File: config.mk
export PLATFORM = sky130hd
export DESIGN_NAME = mmio_bridge_flat
export DESIGN_NICKNAME = d
export VERILOG_FILES = /design/src/rtl/mmio_bridge_if.sv /design/src/rtl/mmio_bridge.sv /design/src/flat_wrapper.sv
export SDC_FILE = /design/constraint.sdc
export NUM_CORES = 1
export LEC_CHECK = 0
export CORE_ASPECT_RATIO = 1.25
export CORE_MARGIN = 8
export CORE_UTILIZATION = 35
export CTS_BUF_LIST = sky130_fd_sc_hd__clkbuf_8
export DETAILED_ROUTE_END_ITERATION = 12
export PLACE_DENSITY = 0.63
export REMOVE_ABC_BUFFERS = 1
export SLEW_MARGIN = 20
export SYNTH_ARGS = -nofsm -noshare
export SYNTH_HDL_FRONTEND = slang
export SYNTH_SLANG_ARGS = --single-unit
File: constraint.sdc
create_clock -name clk -period 5.25 [get_ports clk]
set_input_delay 0.7875 -clock clk [delete_from_list [all_inputs] [get_ports clk]]
set_output_delay 0.7875 -clock clk [all_outputs]
set_load 0.05 [all_outputs]
File: src/rtl/mmio_bridge_if.sv
// ---------------------------------------------------------------------------
// mmio_bridge_if
//   Core-side data bus between the RISC-V data port and mmio_bridge.
//   Signals:
//     enabler_write  core store strobe
//     address        core byte address (word-aligned)
//     data_write     core store data
//     data_read      load data returned to the core (combinational)
//   Modports:
//     master  core side (drives strobe/address/data, receives read data)
//     slave   bridge side
// ---------------------------------------------------------------------------
interface mmio_bridge_if;
  logic        enabler_write;
  logic [31:0] address;
  logic [31:0] data_write;
  logic [31:0] data_read;

  modport master (
    output enabler_write,
    output address,
    output data_write,
    input  data_read
  );

  modport slave (
    input  enabler_write,
    input  address,
    input  data_write,
    output data_read
  );
endinterface

File: src/rtl/mmio_bridge.sv
// ---------------------------------------------------------------------------
// mmio_bridge
//   Sits between the core data port and dmem. Addresses whose bits [31:8]
//   equal MMIO_PAGE are decoded to board I/O; everything else goes to dmem.
//   Register map (offset = address[7:0]):
//     00 LED   RW    bits[9:0]
//     04 SW    RO    synchronised switches
//     08 KEY   RO    debounced key level, 1 = pressed
//     0C KEVT  RW1C  sticky press flags [2:0]
//     10 TMR   RW    free-running cycle counter      (timer build only)
//     14 TCMP  RW    compare value                  (timer build only)
//     18 TSTAT RW1C  bit0 = TMR matched TCMP        (timer build only)
//   Build option: define R2RV_MMIO_TIMER_EN to implement TMR/TCMP/TSTAT.
//   Without it there are no timer flops and offsets 10/14/18 read 0.
// Ports:
//   clk       system clock, all state on posedge
//   reset     asynchronous active-low reset
//   bus       core data bus (slave modport)
//   dmem_we   write enable to dmem, suppressed for MMIO accesses
//   dmem_rd   dmem read data, passed through for non-MMIO loads
//   sw        raw slide switches (asynchronous)
//   key       raw pushbuttons, active-low, asynchronous, bouncing
//   led       LED register output
// ---------------------------------------------------------------------------
module mmio_bridge #(
  parameter int unsigned DEBOUNCE_CYCLES = 50000,
  parameter logic [23:0] MMIO_PAGE       = 24'hFFFFFF
) (
  input  logic         clk,
  input  logic         reset,
  mmio_bridge_if.slave bus,
  output logic         dmem_we,
  input  logic [31:0]  dmem_rd,
  input  logic [9:0]   sw,
  input  logic [2:0]   key,
  output logic [9:0]   led
);

  localparam int unsigned CNT_W = (DEBOUNCE_CYCLES > 1) ? $clog2(DEBOUNCE_CYCLES) : 1;
  localparam logic [CNT_W-1:0] CNT_LAST = CNT_W'(DEBOUNCE_CYCLES - 1);

  localparam logic [7:0] OFF_LED   = 8'h00;
  localparam logic [7:0] OFF_SW    = 8'h04;
  localparam logic [7:0] OFF_KEY   = 8'h08;
  localparam logic [7:0] OFF_KEVT  = 8'h0C;
  localparam logic [7:0] OFF_TMR   = 8'h10;
  localparam logic [7:0] OFF_TCMP  = 8'h14;
  localparam logic [7:0] OFF_TSTAT = 8'h18;

  logic             mmio_sel_s;
  logic [7:0]       offset_s;
  logic             wr_s;
  logic [31:0]      rd_mmio_s;

  logic [9:0]       sw_s1_q, sw_s2_q;
  logic [2:0]       key_s1_q, key_s2_q;
  logic [2:0]       key_sync_s;
  logic [2:0]       stable_q, stable_d;
  logic [2:0][CNT_W-1:0] cnt_q, cnt_d;
  logic [2:0]       press_s;

  logic [9:0]       led_q, led_d;
  logic [2:0]       kevt_q, kevt_d;

  logic [31:0]      tmr_rd_s;
  logic [31:0]      tcmp_rd_s;
  logic             tstat_rd_s;

  // Address decode and dmem write gating
  always_comb begin
    mmio_sel_s = (bus.address[31:8] == MMIO_PAGE);
    offset_s   = bus.address[7:0];
    wr_s       = bus.enabler_write & mmio_sel_s;
    dmem_we    = bus.enabler_write & ~mmio_sel_s;
  end

  // Two-flop synchronisers; key flops idle at 1 (released, active-low input)
  always_ff @(posedge clk or negedge reset) begin
    if (!reset) begin
      sw_s1_q  <= 10'h000;
      sw_s2_q  <= 10'h000;
      key_s1_q <= 3'b111;
      key_s2_q <= 3'b111;
    end else begin
      sw_s1_q  <= sw;
      sw_s2_q  <= sw_s1_q;
      key_s1_q <= key;
      key_s2_q <= key_s1_q;
    end
  end

  // Debounce next-state: a level is accepted only after DEBOUNCE_CYCLES
  // consecutive cycles of disagreement; any return to the stable value
  // restarts the count, so the counter never reaches past CNT_LAST.
  always_comb begin
    key_sync_s = ~key_s2_q;
    stable_d   = stable_q;
    cnt_d      = cnt_q;
    for (int i = 0; i < 3; i++) begin
      if (key_sync_s[i] == stable_q[i]) begin
        cnt_d[i] = {CNT_W{1'b0}};
      end else if (cnt_q[i] == CNT_LAST) begin
        stable_d[i] = key_sync_s[i];
        cnt_d[i]    = {CNT_W{1'b0}};
      end else begin
        cnt_d[i] = cnt_q[i] + CNT_W'(1'b1);
      end
    end
    press_s = stable_d & ~stable_q;
  end

  // Debounce state registers
  always_ff @(posedge clk or negedge reset) begin
    if (!reset) begin
      stable_q <= 3'b000;
      cnt_q    <= {3{ {CNT_W{1'b0}} }};
    end else begin
      stable_q <= stable_d;
      cnt_q    <= cnt_d;
    end
  end

  // LED and KEVT next-state; a press in the same cycle as a W1C keeps the flag
  always_comb begin
    if (wr_s && (offset_s == OFF_LED)) begin
      led_d = bus.data_write[9:0];
    end else begin
      led_d = led_q;
    end
    if (wr_s && (offset_s == OFF_KEVT)) begin
      kevt_d = (kevt_q & ~bus.data_write[2:0]) | press_s;
    end else begin
      kevt_d = kevt_q | press_s;
    end
  end

  // LED and KEVT registers
  always_ff @(posedge clk or negedge reset) begin
    if (!reset) begin
      led_q  <= 10'h000;
      kevt_q <= 3'b000;
    end else begin
      led_q  <= led_d;
      kevt_q <= kevt_d;
    end
  end

`ifdef R2RV_MMIO_TIMER_EN
  logic [31:0] tmr_q, tmr_d;
  logic [31:0] tcmp_q, tcmp_d;
  logic        tstat_q, tstat_d;

  // Timer next-state: a TMR write replaces this cycle's increment; match
  // detection uses the pre-edge values so TSTAT rises the cycle after equality.
  always_comb begin
    if (wr_s && (offset_s == OFF_TMR)) begin
      tmr_d = bus.data_write;
    end else begin
      tmr_d = tmr_q + 32'd1;
    end
    if (wr_s && (offset_s == OFF_TCMP)) begin
      tcmp_d = bus.data_write;
    end else begin
      tcmp_d = tcmp_q;
    end
    if (wr_s && (offset_s == OFF_TSTAT)) begin
      tstat_d = (tstat_q & ~bus.data_write[0]) | (tmr_q == tcmp_q);
    end else begin
      tstat_d = tstat_q | (tmr_q == tcmp_q);
    end
  end

  // Timer registers
  always_ff @(posedge clk or negedge reset) begin
    if (!reset) begin
      tmr_q   <= 32'h0000_0000;
      tcmp_q  <= 32'hFFFF_FFFF;
      tstat_q <= 1'b0;
    end else begin
      tmr_q   <= tmr_d;
      tcmp_q  <= tcmp_d;
      tstat_q <= tstat_d;
    end
  end

  assign tmr_rd_s   = tmr_q;
  assign tcmp_rd_s  = tcmp_q;
  assign tstat_rd_s = tstat_q;
`else
  // Timer absent: offsets read 0; upper store-data bits have no destination.
  logic unused_wdata_s;
  assign unused_wdata_s = ^bus.data_write[31:10];
  assign tmr_rd_s   = 32'h0000_0000;
  assign tcmp_rd_s  = 32'h0000_0000;
  assign tstat_rd_s = 1'b0;
`endif

  // Combinational read mux; unmapped offsets return 0
  always_comb begin
    rd_mmio_s = 32'h0000_0000;
    case (offset_s)
      OFF_LED:   rd_mmio_s = {22'h000000, led_q};
      OFF_SW:    rd_mmio_s = {22'h000000, sw_s2_q};
      OFF_KEY:   rd_mmio_s = {29'h00000000, stable_q};
      OFF_KEVT:  rd_mmio_s = {29'h00000000, kevt_q};
      OFF_TMR:   rd_mmio_s = tmr_rd_s;
      OFF_TCMP:  rd_mmio_s = tcmp_rd_s;
      OFF_TSTAT: rd_mmio_s = {31'h00000000, tstat_rd_s};
      default:   rd_mmio_s = 32'h0000_0000;
    endcase
    if (mmio_sel_s) begin
      bus.data_read = rd_mmio_s;
    end else begin
      bus.data_read = dmem_rd;
    end
  end

  assign led = led_q;

endmodule

File: src/flat_wrapper.sv
// flat-port wrapper written by rule: the top's interface ports become plain ports
module mmio_bridge_flat 
#(
  parameter int unsigned DEBOUNCE_CYCLES = 50000,
  parameter logic [23:0] MMIO_PAGE       = 24'hFFFFFF
)
  (clk, reset, dmem_we, dmem_rd, sw, key, led, bus_enabler_write, bus_address, bus_data_write, bus_data_read);
  mmio_bridge_if bus_i ();
  input  logic clk;
  input  logic reset;
  output logic dmem_we;
  input  logic [31:0] dmem_rd;
  input  logic [9:0] sw;
  input  logic [2:0] key;
  output logic [9:0] led;
  input wire logic [$bits(bus_i.enabler_write)-1:0] bus_enabler_write;
  input wire logic [$bits(bus_i.address)-1:0] bus_address;
  input wire logic [$bits(bus_i.data_write)-1:0] bus_data_write;
  output wire logic [$bits(bus_i.data_read)-1:0] bus_data_read;
  assign bus_i.enabler_write = bus_enabler_write;
  assign bus_i.address = bus_address;
  assign bus_i.data_write = bus_data_write;
  assign bus_data_read = bus_i.data_read;
  mmio_bridge #(.DEBOUNCE_CYCLES(DEBOUNCE_CYCLES), .MMIO_PAGE(MMIO_PAGE)) u_core (.clk(clk), .reset(reset), .bus(bus_i), .dmem_we(dmem_we), .dmem_rd(dmem_rd), .sw(sw), .key(key), .led(led));
endmodule
# --- After elaboration in Yosys (flattened, before gate mapping) ---
# Cells that the tools add are included.
op_classes:
  n_addsub: 3
  multipliers: 0
  div: 0
  order_cmp: 0
  n_eq_ne: 10
  n_shift: 0
  muxes: 15
  bitwise: 10
  n_reduce_logical: 3
ops:
  columns: ["op", "count"]
  rows:
  - ["2-to-1 mux 16 bit", 6]
  - ["adder 16 x 1 -> 16 bit (second input constant)", 3]
  - ["== test 16 bit (second input constant)", 3]
  - ["one-hot mux 10 bit (4 select lines)", 1]
  - ["2-to-1 mux 32 bit", 1]
  - ["== test 24 bit (second input constant)", 1]
  - ["== test 8 x 4 -> 1 bit (second input constant)", 2]
  - ["NOT 3 bit", 3]
  - ["== test 8 x 3 -> 1 bit (second input constant)", 1]
  - ["zero test 8 bit", 1]
  - ["bitwise AND 3 bit", 2]
  - ["2-to-1 mux 1 bit", 6]
  - ["OR 3 bit", 2]
  - ["== test 1 bit", 3]
  - ["2-to-1 mux 3 bit", 1]
  - ["bitwise AND 1 bit", 2]
  - ["logical AND 1 bit", 2]
  - ["NOT 1 bit", 1]
word_totals:
  regBits: 90
  latch_bits: 0
  ram_bits: 0
  romBits: 0
  in_bits: 112
  output_inout_bits: 43
  memories: 0

# --- Depth between registers and ports, before layout ---
depth:
  ltp_word: 6
  depth_mapped: 6
  depth_no_buf: 5

# --- Worst setup path before layout ---
# No wires, ideal clock.
synth_path:
  path_kind: "input-to-output"
  startpoint: "input bus_address[28]"
  endpoint: "output bus_data_read[3]"
  arrival_ps: 3245
  path_slack_ps: 1218
  cell_stages: 6
  n_path_buf: 2
  path_cell_list: "nand4_1 or4_4 or2_2 clkbuf_1 buf_2 o31ai_1"
synth_between:
  elab_chain_len: 2
synth_rtl:
  columns: ["item", "line", "text"]
  rows:
  - ["start, declared", "flat_wrapper.sv:17", "input wire logic [$bits(bus_i.address)-1:0] bus_address;"]
  - ["== test 24 bit", "mmio_bridge.sv:71", "mmio_sel_s = (bus.address[31:8] == MMIO_PAGE);"]
  - ["2-to-1 mux 32 bit", "mmio_bridge.sv:211", "if (mmio_sel_s) begin"]
  - ["end, declared", "flat_wrapper.sv:19", "output wire logic [$bits(bus_i.data_read)-1:0] bus_data_read;"]
# No other way between the ends.

# --- Final worst setup path ---
layout_path:
  startpoint: "input bus_address[25]"
  endpoint: "output bus_data_read[9]"
# The elaborated chain is that of the path after synthesis.

==> results_dict.tcl <==
set metrics [dict create \
    outcome "finished, final reports clean" \
    avgSynthCellArea_um2 10.9 \
    vias 3392 \
    yosysWarningCount 0 \
    layout_common_cells "clkdlybuf4s50_1 (131), dfrtp_1 (84), nor2_1 (50), xnor2_1 (33), and2_1 (24)" \
    start_kind "input port" \
    path_class "in -> out" \
    numPortBuffers 132 \
    cts_sinks 90 \
    multi_input_area_um2 1860 \
    clk_pin_slew_ns 0.09 \
    avgRoutedWirePerCell_um 16.3 \
    slowest_delay_ns 0.89 \
    drtIter0Drc 130 \
    drc 0 \
    seq_area_frac_synth_pct 53.7 \
    io_pins 155 \
    crit_fanout 33 \
    setup_viol 0 \
    ys_ff_latch 90 \
    min_path_type "in -> async" \
    die_h_um 139 \
    drt-vias-per-instance 4.94 \
    powerDensity_nw_per_um2 240 \
    cp_num_buf_inv 2 \
    regArea_um2 2260 \
    rows 44 \
    gp_congestion 0.888 \
    path_cells "clkdlybuf4s50_1 > nand4_1 > or4_4 > or2_2 > o31ai_1 > clkdlybuf4s50_1" \
    async_reset_ff_share_pct 100 \
    insertedDiodeCount 0 \
    min_period_ns 4.65 \
    maxCapViolCount 0 \
    n_fill_cell 1080 \
    min_period_over_period_pct 88.6 \
    synth.distinct_cells 35 \
    grt_pass1_wl_mm 18.0 \
    firstDrtPassIters 4 \
    cts_resized 0 \
    die_width_um 114 \
    tightestPinTransition_ns 0.817 \
    finalClockSkew_ns 0.0114 \
    start_util_pct 36.0 \
    max_freq_mhz 215 \
    critPathSlowestCell "clkdlybuf4s50_1" \
    ctsHoldBuffers 0 \
    die_area_um2 15800 \
    p_leak_nw 2.34 \
    ir_drop_v 0.000147 \
    clkLatencyLatePin_ns 0.36 \
    cts_tree "built" \
    slew-limit-headroom_pct 45.5 \
    crit_required_ns 4.46 \
    cp_top_family "buffers and inverters" \
    cts_buffers 9 \
    slew_violations 0 \
    postRouteAntennaNets 0 \
    synth_edf_count 0 \
    arrival_ns 3.86 \
    areaGrowthSynthToFinish_pct 40.3 \
    syn-cell-area_um2 4210 \
    core_area_um2 11700 \
    ys.flop_type "dfrtp_1" \
    grtUsageTotal_pct 14.2 \
    hpwl_mm 8.55 \
    tns_ns 0 \
    clockRootBuffer "clkbuf_8" \
    grt_pass1_vias 3484 \
    routed_wl_mm 11.2 \
    rsz0062_at_grt "false" \
    syn_inst 386 \
    nets 635 \
    htree_levels 3 \
    utilization_pct 50.6 \
    end_kind "output pin" \
    cts.path.max_buffers 2 \
    finalHoldViolCount 0 \
    grt.overflow.total 0 \
    crit_top_cell "clkdlybuf4s50_1" \
    drive_gt1_share_pct 8.57 \
    antenna_found_initial 0 \
    post_cts_buffers 0 \
    final_common_cell "clkdlybuf4s50_1" \
    grt_max_degree 68 \
]
report_power, final:
part / switching (mW) / internal (mW)
registers: 0.00914 / 0.710
logic: 0.0979 / 0.0975
clock network: 0.240 / 0.264
kinds of logic after synthesis:
logic type | Yosys count | synth area share, %
compound gates | 35 | 5.09
xor+xnor | 38 | 7.91
fa+ha+maj | 3 | 0.893
buf+inv | 21 | 2.14
flops | 90 | 53.7
mux | 23 | 7.65
simple gates | 176 | 22.6
Yosys cell counts (5+ instances only):
cell	n	share of area (%)
dfrtp_1	84	50
nor2_1	50	4.5
xnor2_1	33	6.9
and2_1	24	3.6
nand2_1	21	1.9
nand4_1	16	2.4
nand3_1	14	1.7
o21ai_0	14	1.7
inv_1	10	0.89
mux2_4	10	3.6
nor4_1	10	1.5
o31ai_1	10	1.8
and3_1	8	1.2
a21oi_1	7	0.83
clkbuf_1	7	0.62
mux2i_1	7	1.7
nor3_1	7	0.83
dfstp_2	6	3.7
nor4bb_1	6	1.4
or3_1	6	0.89
xor2_1	5	1.0
per-layer routing:
layer  up-vias  global-route usage [%]  wire length [um]
li1       1620                       -                 -
met1      1634                    17.4              4820
met2       127                    23.2              5330
met3        11                    4.53               863
met4         0                    4.22               135
met5         -                       0                 0
state kept, by name (all words and copies together), names as in the netlist:
signal           flops
u_core.key_s1_q      3
u_core.sw_s2_q      10
u_core.key_s2_q      3
u_core.sw_s1_q      10
u_core.stable_q      3
u_core.led          10
u_core.kevt_q        3
u_core.cnt_q        48
final timing paths:
kind	start	endpoint	slack, ns	cells after the start
min in group clk	u_core.sw_s1_q[6]	u_core.sw_s2_q[6]	0.34	0
worst max-delay path	bus_address[25]	bus_data_read[9]	0.60	6
max in group asynchronous	reset	u_core.cnt_q[46]	3.83	2
worst min register to register	u_core.sw_s1_q[6]	u_core.sw_s2_q[6]	0.34	0
worst max register to register	u_core.cnt_q[5]	u_core.cnt_q[15]	3.35	4
worst min-delay path	reset	u_core.led[0]	0.31	1
per-stage QoR:
stage               area [um2]  worst slack [ns]  power (mW)  hold WS (ns)  std cells
global route              5900             0.411        1.48         0.308        686
CTS                       5900             0.521        1.44         0.299        686
finish                    5900             0.598        1.42         0.306        686
detailed placement        5690             0.516       0.931         0.336        670
floorplan                 4150              1.27       0.810         0.331        375
global placement          5690             0.551       0.928         0.332        670
cell type report:
cell class / count / area share (%)
tap: 161 / 3.41
clock inverter: 7 / 1.46
inverter: 10 / 0.636
multi-input combinational: 275 / 31.5
timing repair buffer: 134 / 22.6
clock buffer: 9 / 2.10
sequential: 90 / 38.3
worst register-to-register path: cells and delay by family (launching register included):
family | cells | cell delay [ns]
and+or+nand+nor | 3 | 1.24
DFF | 1 | 0.44
AOI/OAI and AO/OA | 1 | 0.15
(Power assumes the default switching activity.)
==> variant 1: new RTL, same flow settings <==
Build with the macro `R2RV_MMIO_TIMER_EN` defined.
--- a/src/rtl/mmio_bridge.sv
+++ b/src/rtl/mmio_bridge.sv
@@ -23,4 +23,6 @@
 //   led       LED register output
 // ---------------------------------------------------------------------------
+`define R2RV_MMIO_TIMER_EN
+
 module mmio_bridge #(
   parameter int unsigned DEBOUNCE_CYCLES = 50000,
Behaviour: not the same (Yosys sat finds a counterexample within 4 cycles, from zero or initial values and one cycle with reset low).
==> variant 1 against the original RTL <==
Sequential power grew 70%. Final area rose by 69%. Setup slack gained 0.33 ns. Total power is 67% higher. Register-to-register slack worse by 0.31 ns. Count of clock-buffer cells in the layout is 9 higher. Sequential cell count rose by 65. Worst hold slack improved by 0.036 ns. Via count grew 79%. Wire length increased by 87%. Area after synthesis grew 86%. Critical endpoint is now dmem_we. Largest power group unchanged.
==> variant 1: results (changes against the original RTL) <==
stage,metric,value,unit,change
synth,synthTopCellsByCount,"dfrtp_1 (117), nor2_1 (92), xnor2_1 (84), nand2_1 (61)",,
clock_network,clkLatencyLatePin,0.46,ns,+0.10 ns
clock_network,numCtsBuffers,17,,+8
run_status,status,finished clean,,
worst_setup_path,arrival,3.53,ns,-0.33 ns
synth,synth_xor_area_share,11.97,%,+4.1 points
drt,first_pass_iters,4,,unchanged
synth,synth-main-ff-cell,dfrtp_1,,
clock_network,ctsHtreeMaxLevel,4,,+1
place,dp_hpwl,15260,µm,+79%
global_routing,antenna_found_initial,0,,unchanged
drt,avgViaCountPerCell,5.004,,+1.2%
worst_setup_path,timing.rr.end,u_core.tmr_q[29],,
global_routing,grt_pass1_vias,6230,,+79%
worst_setup_path,worstPathMaxFanout,40,,+21%
worst_hold_path,hold_class,input port to asynchronous set/reset pin,,
power,vdd_drop_max,0.1427,mV,-2.7%
drt,drt_iter0_drc,402,,+210%
global_routing,grt_max_degree,76,,+12%
worst_setup_path,r2r_cells,5,,+1
finish,fin_nets,1035,,+63%
finish,reg_top3,"u_core.cnt_q (48), u_core.tcmp_q (32), u_core.tmr_q (32)",,
global_routing,grt_usage,15.34,%,+1.1 points
worst_setup_path,cp-startpoint,bus_address[27],,
synth,synth.avg_cell_area,10.10,µm²,-7.3%
power,total_leakage_power,0.004006,µW,+71%
clock_network,postCtsSetupBuffers,0,,unchanged
timing,skew,0.01362,ns,+0.002219 ns
worst_setup_path,rr_startpoint,u_core.tmr_q[2],,
place,dp.cells,1183,,+77%
synth,seq_area_frac_synth,50.17,%,-3.6 points
synth,synthMuxAreaShare,6.315,%,-1.3 points
synth,ys_types,40,,+14%
finish,antenna_cells,0,,unchanged
worst_setup_path,crit_path_end,dmem_we,,
worst_setup_path,r2r_slack,3.04,ns,-0.31 ns
timing,maxSlewHeadroom,53.16,%,+7.6 points
finish,drive_gt1_share,12.45,%,+3.9 points
place,gp_congestion,0.7990,,-10%
drt,wire_per_inst,17.14,µm,+5.4%
clock_network,clkTransAtPathRegs,0.08,ns,
synth,synth-compound-area-share,9.273,%,+4.2 points
place,portBuffers,154,,+17%
drt,wl,20820,µm,+87%
clock_network,cts_root_buffer,clkbuf_8,,
synth,async_flop_share,100.0,%,unchanged
clock_network,cts-resized-gates,0,,unchanged
finish,num-fill-cells,2134,,+98%
synth,synth_fa_ha_area_share,0.6395,%,-0.25 points
synth,synth_warnings,0,,unchanged
clock_network,clock_path_buffers,2,,unchanged
synth,ys_top_cells_by_area,"dfrtp_1 (37%), dfstp_2 (13%), xnor2_1 (9.4%), nor2_1 (4.4%), mux2_1 (4.3%)",,
global_routing,grt_pass1_wl,32870,µm,+83%
-- variant 1: cell types whose count changed in the layout (fill, tap and decap cells not counted), sizes merged, moves of 22 or more --
cell	unedited run	this run
a21oi	7	31
a22oi	0	31
and2	24	2
dfrtp	84	117
dfstp	6	38
mux2	13	43
nand2	21	61
nand3	14	41
nor2	50	92
xnor2	33	84
-- variant 1: per-layer routing --
metal | share of wire, % | GRT usage (%) | vias up
li1 | - | - | 3027
met1 | 43 | 18.82 | 2885
met2 | 50 | 26.12 | 141
met3 | 5.1 | 3.772 | 27
met4 | 1.5 | 4.447 | 0
met5 | 0 | 0 | -
-- variant 1: metrics by stage --
stage	hold slack, ns	total power, µW	cell area (µm²)	util, %	setup slack, ns
6_report	0.3416	2366	10000	45.19	0.9295
5_1_grt	0.3452	2462	10000	45.19	0.7942
3_3_place_gp	0.3334	1468	9597	43.36	0.9305
4_1_cts	0.3458	2399	10000	45.19	0.9146
2_1_floorplan	0.3312	1316	7662	-	1.145
3_5_place_dp	0.3347	1469	9597	43.36	0.9200
-- variant 1: worst max-delay path: stages --
cell and delay [ns]:
clkdlybuf4s50_1 0.46, nand4_1 0.10, nor4_2 0.43, nand2_2 0.47, buf_4 0.38, and2_1 0.17, clkdlybuf4s50_1 0.71
-- variant 1: cell type report --
| cell class | instances | share of cell area, % |
|---|---|---|
| clock inverters | 14 | 1.576 |
| repair buffers | 163 | 15.77 |
| inverters | 9 | 0.3378 |
| clock buffers | 18 | 2.477 |
| flip-flops and latches | 155 | 39.25 |
| well taps | 283 | 3.540 |
| multi-input cells | 573 | 37.04 |
-- variant 1: power by group --
group	switching [µW]	internal, µW	leakage (µW)
registers	9.46	1210	0.00195
clock network	477	445	0.000208
logic	117	106	0.00185
==> variant 2: new RTL, same settings <==
Without the edit above. Register the output `led` once more; this adds one clock of latency there. The other outputs are not delayed to match.
--- a/src/rtl/mmio_bridge.sv
+++ b/src/rtl/mmio_bridge.sv
@@ -216,5 +216,7 @@
   end
 
-  assign led = led_q;
+  always_ff @(posedge clk) begin
+    led <= led_q;
+  end
 
 endmodule
Function: changed (a bounded check fails within 4 cycles, from zero or initial values and one cycle with reset low).
==> variant 2 against the original RTL <==
Setup slack improved by 0.034 ns. Clock power decreased by 15%. Die area is 4.1% higher. Maximum frequency grew 0.73%. Final area grew 2.9%. Area after synthesis up 4.8%. Total power fell by 0.19%. Sequential cell count up 10. Cell count rose by 2.6%. Wire length increased by 1.2%. Critical path depth stayed put. Critical path type unchanged.
==> variant 2: results (changes against the original RTL) <==
stage,metric,value,unit,change
place,dp_hpwl,8716,µm,+1.9%
global_routing,grt_pass1_vias,3497,,+0.37%
global_routing,grt_max_degree,53,,-22%
run_status,status,finished clean,,
global_routing,antenna_found_initial,0,,unchanged
place,place_area,5904,µm²,+3.8%
clock_network,clkLatencyLatePin,0.37,ns,
worst_setup_path,crit_path_top_delay_cell,clkdlybuf4s50_1,,
global_routing,grt_overflow_total,0,,unchanged
timing,finalHoldViolCount,0,,unchanged
place,dp.cells,688,,+2.7%
synth,synthTopCellsByCount,"dfrtp_1 (84), nor2_1 (50), xnor2_1 (33), and2_1 (24), nand2_1 (21)",,
worst_setup_path,arrival,3.83,ns,-0.03 ns
power,total_leakage_power,0.002415,µW,+3.0%
clock_network,clock_path_buffers,2,,unchanged
synth,ys_top_cells_by_area,"dfrtp_1 (48%), xnor2_1 (6.6%), dfxtp_1 (4.5%), nor2_1 (4.3%), dfstp_2 (3.6%)",,
worst_hold_path,hold_class,register to register,,
place,gp_congestion,0.8078,,-9.0%
synth,ys_types,36,,+2.9%
finish,top_register,u_core.cnt_q,,
synth,seq_area_frac_synth,55.84,%,+2.1 points
power,vdd_drop_max,0.09767,mV,-33%
finish,antenna_cells,0,,unchanged
drt,first_pass_iters,4,,unchanged
timing,maxSlewHeadroom,55.65,%,+10 points
timing,skew,0.007700,ns,-0.003704 ns
finish,drive_gt1_share,8.209,%,-0.36 points
clock_network,postCtsSetupBuffers,0,,unchanged
run,maxCapViolCount,0,,unchanged
global_routing,grt_pass1_wl,17500,µm,-2.8%
clock_network,cts-resized-gates,0,,unchanged
drt,wl,11290,µm,+1.2%
place,portBuffers,132,,unchanged
clock_network,numCtsBuffers,9,,unchanged
finish,num-fill-cells,1170,,+8.3%
synth,synth.avg_cell_area,11.12,µm²,+2.1%
clock_network,clkTransAtPathRegs,0.09,ns,about the same
clock_network,cts_root_buffer,clkbuf_8,,
finish,largest_reg_flops,48,,unchanged
synth,async_flop_share,90.00,%,-10 points
worst_setup_path,worstPathMaxFanout,33,,unchanged
clock_network,ctsHtreeMaxLevel,3,,unchanged
worst_setup_path,slowest_delay,0.86,ns,-0.03 ns
synth,synth_warnings,0,,unchanged
drt,avgViaCountPerCell,4.852,,-1.9%
finish,fin_nets,646,,+1.7%
finish,design_area,6071,µm²,+2.9%
drt,vias,3416,,+0.71%
drt,drt_iter0_drc,118,,-9.2%
global_routing,grt_usage,13.59,%,-0.60 points
[variant 2: metal layers]
metal  wire (µm)  global-route usage, %
met2        5280                  22.56
met5           0                      0
met3        1182                  4.381
met1        4656                  15.90
met4         165                  5.133
[variant 2: power breakdown]
| part | internal (µW) | switching [µW] |
|---|---|---|
| sequential | 786 | 8.90 |
| combinational | 98.0 | 97.6 |
| clock | 177 | 248 |
[variant 2: cell families (layout without fill, tap and decap cells)]
kind of cell	count (synthesis)	count (layout)	synth area share, %
AND/OR/NAND/NOR	176	176	21.56
flip-flops	100	100	55.84
XOR/XNOR	38	38	7.555
AO/OA/AOI/OAI	35	35	4.857
multiplexers	23	23	7.299
buffers and inverters	21	161	2.045
adder cells (fa/ha/maj)	3	3	0.8521
[variant 2: path summary, 6_finish.rpt]
| kind | cells past startpoint | start | to | slack, ns |
|---|---|---|---|---|
| hold reg to reg | 0 | u_core.sw_s1_q[2] | u_core.sw_s2_q[2] | 0.35 |
| hold / removal | 0 | u_core.sw_s1_q[2] | u_core.sw_s2_q[2] | 0.35 |
| max in group asynchronous | 2 | reset | u_core.led_q[9] | 3.87 |
| min in group asynchronous | 1 | reset | u_core.cnt_q[16] | 0.38 |
| setup reg to reg | 4 | u_core.cnt_q[5] | u_core.cnt_q[15] | 3.33 |
| setup / recovery | 6 | bus_address[28] | bus_data_read[7] | 0.63 |
[variant 2: stage by stage]
stage | hold WS [ns] | setup WS (ns)
after floorplan | 0.3312 | 1.273
after global placement | 0.3326 | 0.5822
after detailed placement | 0.3355 | 0.5912
after CTS | 0.3553 | 0.5783
after global routing | 0.3576 | 0.4977
final | 0.3493 | 0.6318
[variant 2: layout make-up]
class,instances,share of cell area [%]
clock buffer,10,2.267
clock inverter,6,0.4122
inverter,10,0.6183
multi-input combinational,275,30.63
sequential,100,40.52
tap,168,3.462
timing repair buffer,135,22.09
[variant 2: critical path, delay by kind of cell]
| family | cells | cell delay (ns) |
|---|---|---|
| compound gates | 1 | 0.35 |
| simple gates | 3 | 1.36 |
| buf+inv | 2 | 1.33 |
